### config.mk
export PLATFORM = sky130hd
export DESIGN_NAME = timer_sequencer_flat
export DESIGN_NICKNAME = d
export VERILOG_FILES = /design/src/rtl/timer_sequencer_if.sv /design/src/rtl/timer_sequencer.sv /design/src/flat_wrapper.sv
export SDC_FILE = /design/constraint.sdc
export NUM_CORES = 1
export LEC_CHECK = 0
export CORE_AREA = 2 2 117 119
export CTS_CLUSTER_DIAMETER = 60
export CTS_CLUSTER_SIZE = 28
export DETAILED_ROUTE_END_ITERATION = 16
export DIE_AREA = 0 0 119 121
export DONT_BUFFER_PORTS = 1
export HOLD_SLACK_MARGIN = 0.08
export MAX_ROUTING_LAYER = met4
export PLACE_DENSITY = 0.83
export SKIP_CTS_REPAIR_TIMING = 1
export SYNTH_ARGS = -nofsm -noshare
export SYNTH_HDL_FRONTEND = slang
export SYNTH_SLANG_ARGS = --single-unit
export TNS_END_PERCENT = 1
### constraint.sdc
create_clock -name clk -period 3.6 [get_ports clk]
set_clock_uncertainty 0.15 [all_clocks]
set_input_delay 0.72 -clock clk [delete_from_list [all_inputs] [get_ports clk]]
set_output_delay 0.72 -clock clk [all_outputs]
set_load 0.01 [all_outputs]
### src/rtl/timer_sequencer_if.sv
// Bundle of the step-table write port, sequence control and timer-side signals
// of timer_sequencer. The slave modport is the sequencer; master is its driver.
interface timer_sequencer_if;
  logic        wr_en;
  logic [2:0]  wr_addr;
  logic [15:0] wr_data;
  logic [3:0]  num_steps;
  logic [7:0]  repeat_num;
  logic        seq_start;
  logic        seq_abort;
  logic        timeup;
  logic        timer_start;
  logic [15:0] timer_para;
  logic [2:0]  step_idx;
  logic        busy;
  logic        done;
  logic [2:0]  state_dbg;

  // Handshake: seq_start is a single-cycle request honoured only while busy=0;
  // timer_start is a single-cycle command answered later by a rising timeup.
  modport slave (
    input  wr_en, wr_addr, wr_data, num_steps, repeat_num,
    input  seq_start, seq_abort, timeup,
    output timer_start, timer_para, step_idx, busy, done, state_dbg
  );

  modport master (
    output wr_en, wr_addr, wr_data, num_steps, repeat_num,
    output seq_start, seq_abort, timeup,
    input  timer_start, timer_para, step_idx, busy, done, state_dbg
  );
endinterface

### src/rtl/timer_sequencer.sv
// Steps a downstream timer through a table of intervals, optionally repeating
// the whole pass, and advances on each rising edge of the timer's expiry level.
module timer_sequencer #(
  parameter int NSTEP = 8
) (
  input logic             clk,
  input logic             rst_n,
  timer_sequencer_if.slave sif
);

  typedef enum logic [2:0] {
    S_IDLE = 3'd0,
    S_LOAD = 3'd1,
    S_FIRE = 3'd2,
    S_WAIT = 3'd3,
    S_NEXT = 3'd4,
    S_DONE = 3'd5
  } state_t;

  localparam logic [3:0] MAX_STEPS = 4'(NSTEP);

  state_t      state;
  logic [15:0] table_q [0:NSTEP-1];
  logic [2:0]  step_idx_q;
  logic [7:0]  pass_cnt;
  logic [15:0] timer_para_q;
  logic        timer_start_q;
  logic        busy_q;
  logic        done_q;
  logic        timeup_d;

  logic        rise;
  logic        last_step;
  logic        last_pass;
  logic        start_ok;
  logic [7:0]  final_pass;

  always_comb begin
    final_pass = (sif.repeat_num == 8'd0) ? 8'd0 : sif.repeat_num - 8'd1;
    rise       = sif.timeup && !timeup_d;
    last_step  = ({1'b0, step_idx_q} == (sif.num_steps - 4'd1));
    last_pass  = (pass_cnt == final_pass);
    start_ok   = sif.seq_start && (sif.num_steps != 4'd0) && (sif.num_steps <= MAX_STEPS);
  end

  // Table is writable only while no sequence is running.
  always_ff @(posedge clk or negedge rst_n) begin
    if (!rst_n) begin
      for (int i = 0; i < NSTEP; i++) table_q[i] <= '0;
    end else if (sif.wr_en && !busy_q) begin
      table_q[sif.wr_addr] <= sif.wr_data;
    end
  end

  always_ff @(posedge clk or negedge rst_n) begin
    if (!rst_n) begin
      state         <= S_IDLE;
      step_idx_q    <= '0;
      pass_cnt      <= '0;
      timer_para_q  <= '0;
      timer_start_q <= 1'b0;
      busy_q        <= 1'b0;
      done_q        <= 1'b0;
      timeup_d      <= 1'b1;
    end else begin
      timeup_d      <= sif.timeup;
      timer_start_q <= 1'b0;
      done_q        <= 1'b0;
      if (sif.seq_abort) begin
        // Abort leaves step_idx and timer_para where they were.
        state  <= S_IDLE;
        busy_q <= 1'b0;
      end else begin
        case (state)
          S_IDLE: begin
            if (start_ok) begin
              state      <= S_LOAD;
              step_idx_q <= '0;
              pass_cnt   <= '0;
              busy_q     <= 1'b1;
            end
          end
          S_LOAD: begin
            timer_para_q  <= table_q[step_idx_q];
            timer_start_q <= 1'b1;
            state         <= S_FIRE;
          end
          S_FIRE: state <= S_WAIT;
          S_WAIT: begin
            if (rise) state <= S_NEXT;
          end
          S_NEXT: begin
            if (!last_step) begin
              step_idx_q <= step_idx_q + 3'd1;
              state      <= S_LOAD;
            end else if (!last_pass) begin
              step_idx_q <= '0;
              pass_cnt   <= pass_cnt + 8'd1;
              state      <= S_LOAD;
            end else begin
              done_q <= 1'b1;
              state  <= S_DONE;
            end
          end
          S_DONE: begin
            state  <= S_IDLE;
            busy_q <= 1'b0;
          end
          default: begin
            state  <= S_IDLE;
            busy_q <= 1'b0;
          end
        endcase
      end
    end
  end

  assign sif.timer_start = timer_start_q;
  assign sif.timer_para  = timer_para_q;
  assign sif.step_idx    = step_idx_q;
  assign sif.busy        = busy_q;
  assign sif.done        = done_q;
  assign sif.state_dbg   = state;

endmodule

### src/flat_wrapper.sv
// flat-port wrapper written by rule: the top's interface ports become plain ports
module timer_sequencer_flat 
#(
  parameter int NSTEP = 8
)
  (clk, rst_n, sif_wr_en, sif_wr_addr, sif_wr_data, sif_num_steps, sif_repeat_num, sif_seq_start, sif_seq_abort, sif_timeup, sif_timer_start, sif_timer_para, sif_step_idx, sif_busy, sif_done, sif_state_dbg);
  timer_sequencer_if sif_i ();
  input logic clk;
  input logic rst_n;
  input wire logic [$bits(sif_i.wr_en)-1:0] sif_wr_en;
  input wire logic [$bits(sif_i.wr_addr)-1:0] sif_wr_addr;
  input wire logic [$bits(sif_i.wr_data)-1:0] sif_wr_data;
  input wire logic [$bits(sif_i.num_steps)-1:0] sif_num_steps;
  input wire logic [$bits(sif_i.repeat_num)-1:0] sif_repeat_num;
  input wire logic [$bits(sif_i.seq_start)-1:0] sif_seq_start;
  input wire logic [$bits(sif_i.seq_abort)-1:0] sif_seq_abort;
  input wire logic [$bits(sif_i.timeup)-1:0] sif_timeup;
  output wire logic [$bits(sif_i.timer_start)-1:0] sif_timer_start;
  output wire logic [$bits(sif_i.timer_para)-1:0] sif_timer_para;
  output wire logic [$bits(sif_i.step_idx)-1:0] sif_step_idx;
  output wire logic [$bits(sif_i.busy)-1:0] sif_busy;
  output wire logic [$bits(sif_i.done)-1:0] sif_done;
  output wire logic [$bits(sif_i.state_dbg)-1:0] sif_state_dbg;
  assign sif_i.wr_en = sif_wr_en;
  assign sif_i.wr_addr = sif_wr_addr;
  assign sif_i.wr_data = sif_wr_data;
  assign sif_i.num_steps = sif_num_steps;
  assign sif_i.repeat_num = sif_repeat_num;
  assign sif_i.seq_start = sif_seq_start;
  assign sif_i.seq_abort = sif_seq_abort;
  assign sif_i.timeup = sif_timeup;
  assign sif_timer_start = sif_i.timer_start;
  assign sif_timer_para = sif_i.timer_para;
  assign sif_step_idx = sif_i.step_idx;
  assign sif_busy = sif_i.busy;
  assign sif_done = sif_i.done;
  assign sif_state_dbg = sif_i.state_dbg;
  timer_sequencer #(.NSTEP(NSTEP)) u_core (.clk(clk), .rst_n(rst_n), .sif(sif_i));
endmodule
==> reports/metrics.yaml <==
arrival_ns: 3.10
num_antenna_cells: 0
violations: "negative hold slack"
syn_area_mm2: 0.007594
end_kind: "register"
hpwlAfterDp_um: 10170
rsz0062_at_grt: "no"
drt-total-wl_um: 16360
wl_per_cell_um: 21.75
setup_ws_ns: 0.7124
syn-num-nets: 604
maxCapViolCount: 0
antenna_found_initial: 0
cts-buffers-inserted: 17
worst_pin_slew_ns: 0.8180
ys_seq_elements: 162
die_w_um: 119
max_freq_mhz: 346.3
grt-ovfl-total: 0
syn-mean-instance-area_um2: 13.51
drt_iter0_drc: 357
rr_endpoint: "u_core.pass_cnt[3]"
start_kind: "input port"
async_flop_share_pct: 100.0
critPathMaxFanout: 14
p_seq_share_pct: 50.3
p_leak_nw: 3.510
clk_pin_slew_worst_paths_ns: 0.06
pwr-share-comb_pct: 15.6
power.switching_mw: 1.377
port_buffers: 0
hold_ws_ns: -0.1517
power_frac_clock_pct: 34.1
setup-tns-final_ns: 0
fill_cells: 902
maxSlewHeadroom_pct: 44.96
synth_edf_count: 0
power_density_mw_per_mm2: 633.9
setup_viol: 0
cts_tree: "done"
final_nets: 605
rows: 42
swShare_pct: 25.85
peakVddDrop_mv: 0.4610
clkLatencyLatePin_ns: 0.42
cts-htree-levels: 4
instances_no_fill: 752
syn_to_final_growth_pct: 10.66
grt_pass1_wl_um: 26790
ant_nets: 0
r2r-start: "u_core.sif.step_idx[0]"
first_global_vias: 5116
p_int_mw: 3.949
crit_required_ns: 3.81
critical_path_class: "input port to register"
start_util_pct: 58.03
hold_path_class: "input port to asynchronous set/reset pin"
worst_r2r_path_depth: 7
finalHoldViolations: 161
period_needed_ns: 2.888
cts-root-buf: "clkbuf_16"
gp_congestion: 0.8160
vias: 4706
drive_gt1_share_pct: 38.37
regToRegSetupSlack_ns: 0.83
slew_violations: 0
grt_max_degree: 163
ys_warn_count: 0
synth_top_flop_cell: "dfrtp_1"
syn_inst: 562
cts.sinks: 162
drc_errors: 0
fp.dieH_um: 121
final.period_utilization_pct: 80.21
track_usage_pct: 25.24
via_per_inst: 6.258
ys_types: 55
cts.path.max_buffers: 2
status: "finished with violations"
ios: 62
first_pass_iters: 4
fp.coreArea_mm2: 0.01309
ys_seq_area_share_pct: 53.40
die-area_mm2: 0.01440
dp_cells: 720
pre_cts_slack_ns: 0.3043
[cell usage in the layout (no fill, tap or decap), drive strengths merged, types with 4 or more instances in the layout]
cell and instances:
clkbuf 20, mux2 130, nor2 31, or4 4, ha 5, a21oi 11
nor3b 5, mux4 32, xnor2 5, buf 14, nand2 43, and3 4
a31oi 17, inv 12, o21ai 11, or3 6, nand3b 4, nor3 4
dfrtp 161, nand3 8
[logic make-up after synthesis]
kind of cell | count (synthesis) | share of synthesized area (%)
muxes | 163 | 28.90
xor gates and xnor gates | 8 | 0.9228
AOI/OAI and AO/OA | 55 | 4.630
adders and majority gates | 5 | 0.8239
buffers and inverters | 39 | 2.126
DFF | 162 | 53.40
and+or+nand+nor | 130 | 9.195
[registers in the layout, indices dropped and copies added, names as in the netlist]
name,cells
u_core.timeup_d,1
u_core.sif.timer_para,16
u_core.sif.step_idx,3
u_core.pass_cnt,8
u_core.table_q,128
u_core.sif.timer_start,1
u_core.sif.state_dbg,3
u_core.sif.done,1
u_core.sif.busy,1
[metrics by stage]
step	total power [mW]	area (µm²)	util, %
global placement	3.426	7801	59.62
finish	5.327	8403	64.22
CTS	5.371	8403	64.22
floorplan	3.302	7594	-
detailed placement	3.544	7801	59.62
global route	5.588	8403	64.22
[metal layers]
layer / share of wire [%] / vias to the layer above / GRT usage [%]
li1: - / 2064 / -
met1: 40 / 2476 / 30.27
met2: 51 / 146 / 40.70
met3: 8.1 / 20 / 8.177
met4: 1.4 / 0 / 8.705
met5: 0 / - / -
[cell usage after synthesis, types with 6 or more instances]
master | instances | area share (%)
dfrtp_1 | 161 | 53
o21ai_0 | 9 | 0.59
mux2_2 | 129 | 19
nand2_1 | 42 | 2.1
mux4_2 | 32 | 9.5
a21oi_1 | 11 | 0.72
or3_1 | 6 | 0.49
inv_1 | 7 | 0.35
nand3_1 | 6 | 0.40
nor2_1 | 31 | 1.5
clkbuf_1 | 27 | 1.3
a31oi_1 | 16 | 1.3
[critical path, cell delays in order]
cell and delay (ns):
inv_1 0.04, ha_1 0.23, or4b_4 0.52, or4b_4 0.51
a21o_1 0.18, nand3_2 0.08, nor4_4 0.05, buf_4 0.19
or4_1 0.50, nand2_1 0.08
[layout make-up]
cell class | instances | area (µm²) | share of cell area, %
Timing Repair Buffer | 14 | 105.1 | 1.251
Sequential cell | 162 | 4056 | 48.27
Inverter | 7 | 26.28 | 0.3127
Clock inverter | 12 | 145.1 | 1.727
Clock buffer | 20 | 456.7 | 5.435
Tap cell | 176 | 220.2 | 2.621
Multi-Input combinational cell | 361 | 3393 | 40.38
[how the worst max path moves through the flow]
stage,start,endpoint,slack (ns),depth (start not counted)
2_1_floorplan,sif_repeat_num[0],u_core.pass_cnt[0],0.35,9
3_3_place_gp,sif_repeat_num[0],u_core.pass_cnt[2],0.35,10
3_5_place_dp,sif_repeat_num[0],u_core.pass_cnt[2],0.30,10
4_1_cts,sif_repeat_num[0],u_core.pass_cnt[2],0.74,10
5_1_grt,sif_num_steps[0],u_core.pass_cnt[3],0.60,9
6_report,sif_repeat_num[0],u_core.pass_cnt[2],0.71,10
[power by group through the flow]
| stage | Sequential, mW | Combinational [mW] | Clock, mW |
|---|---|---|---|
| final | 2.68 | 0.829 | 1.82 |
| after global routing | 2.74 | 0.909 | 1.94 |
| after CTS | 2.68 | 0.839 | 1.85 |
| after detailed placement | 2.71 | 0.835 | 0 |
| after global placement | 2.65 | 0.776 | 0 |
| after floorplan | 2.58 | 0.721 | 0 |
Power figures use the tool's default switching activity.
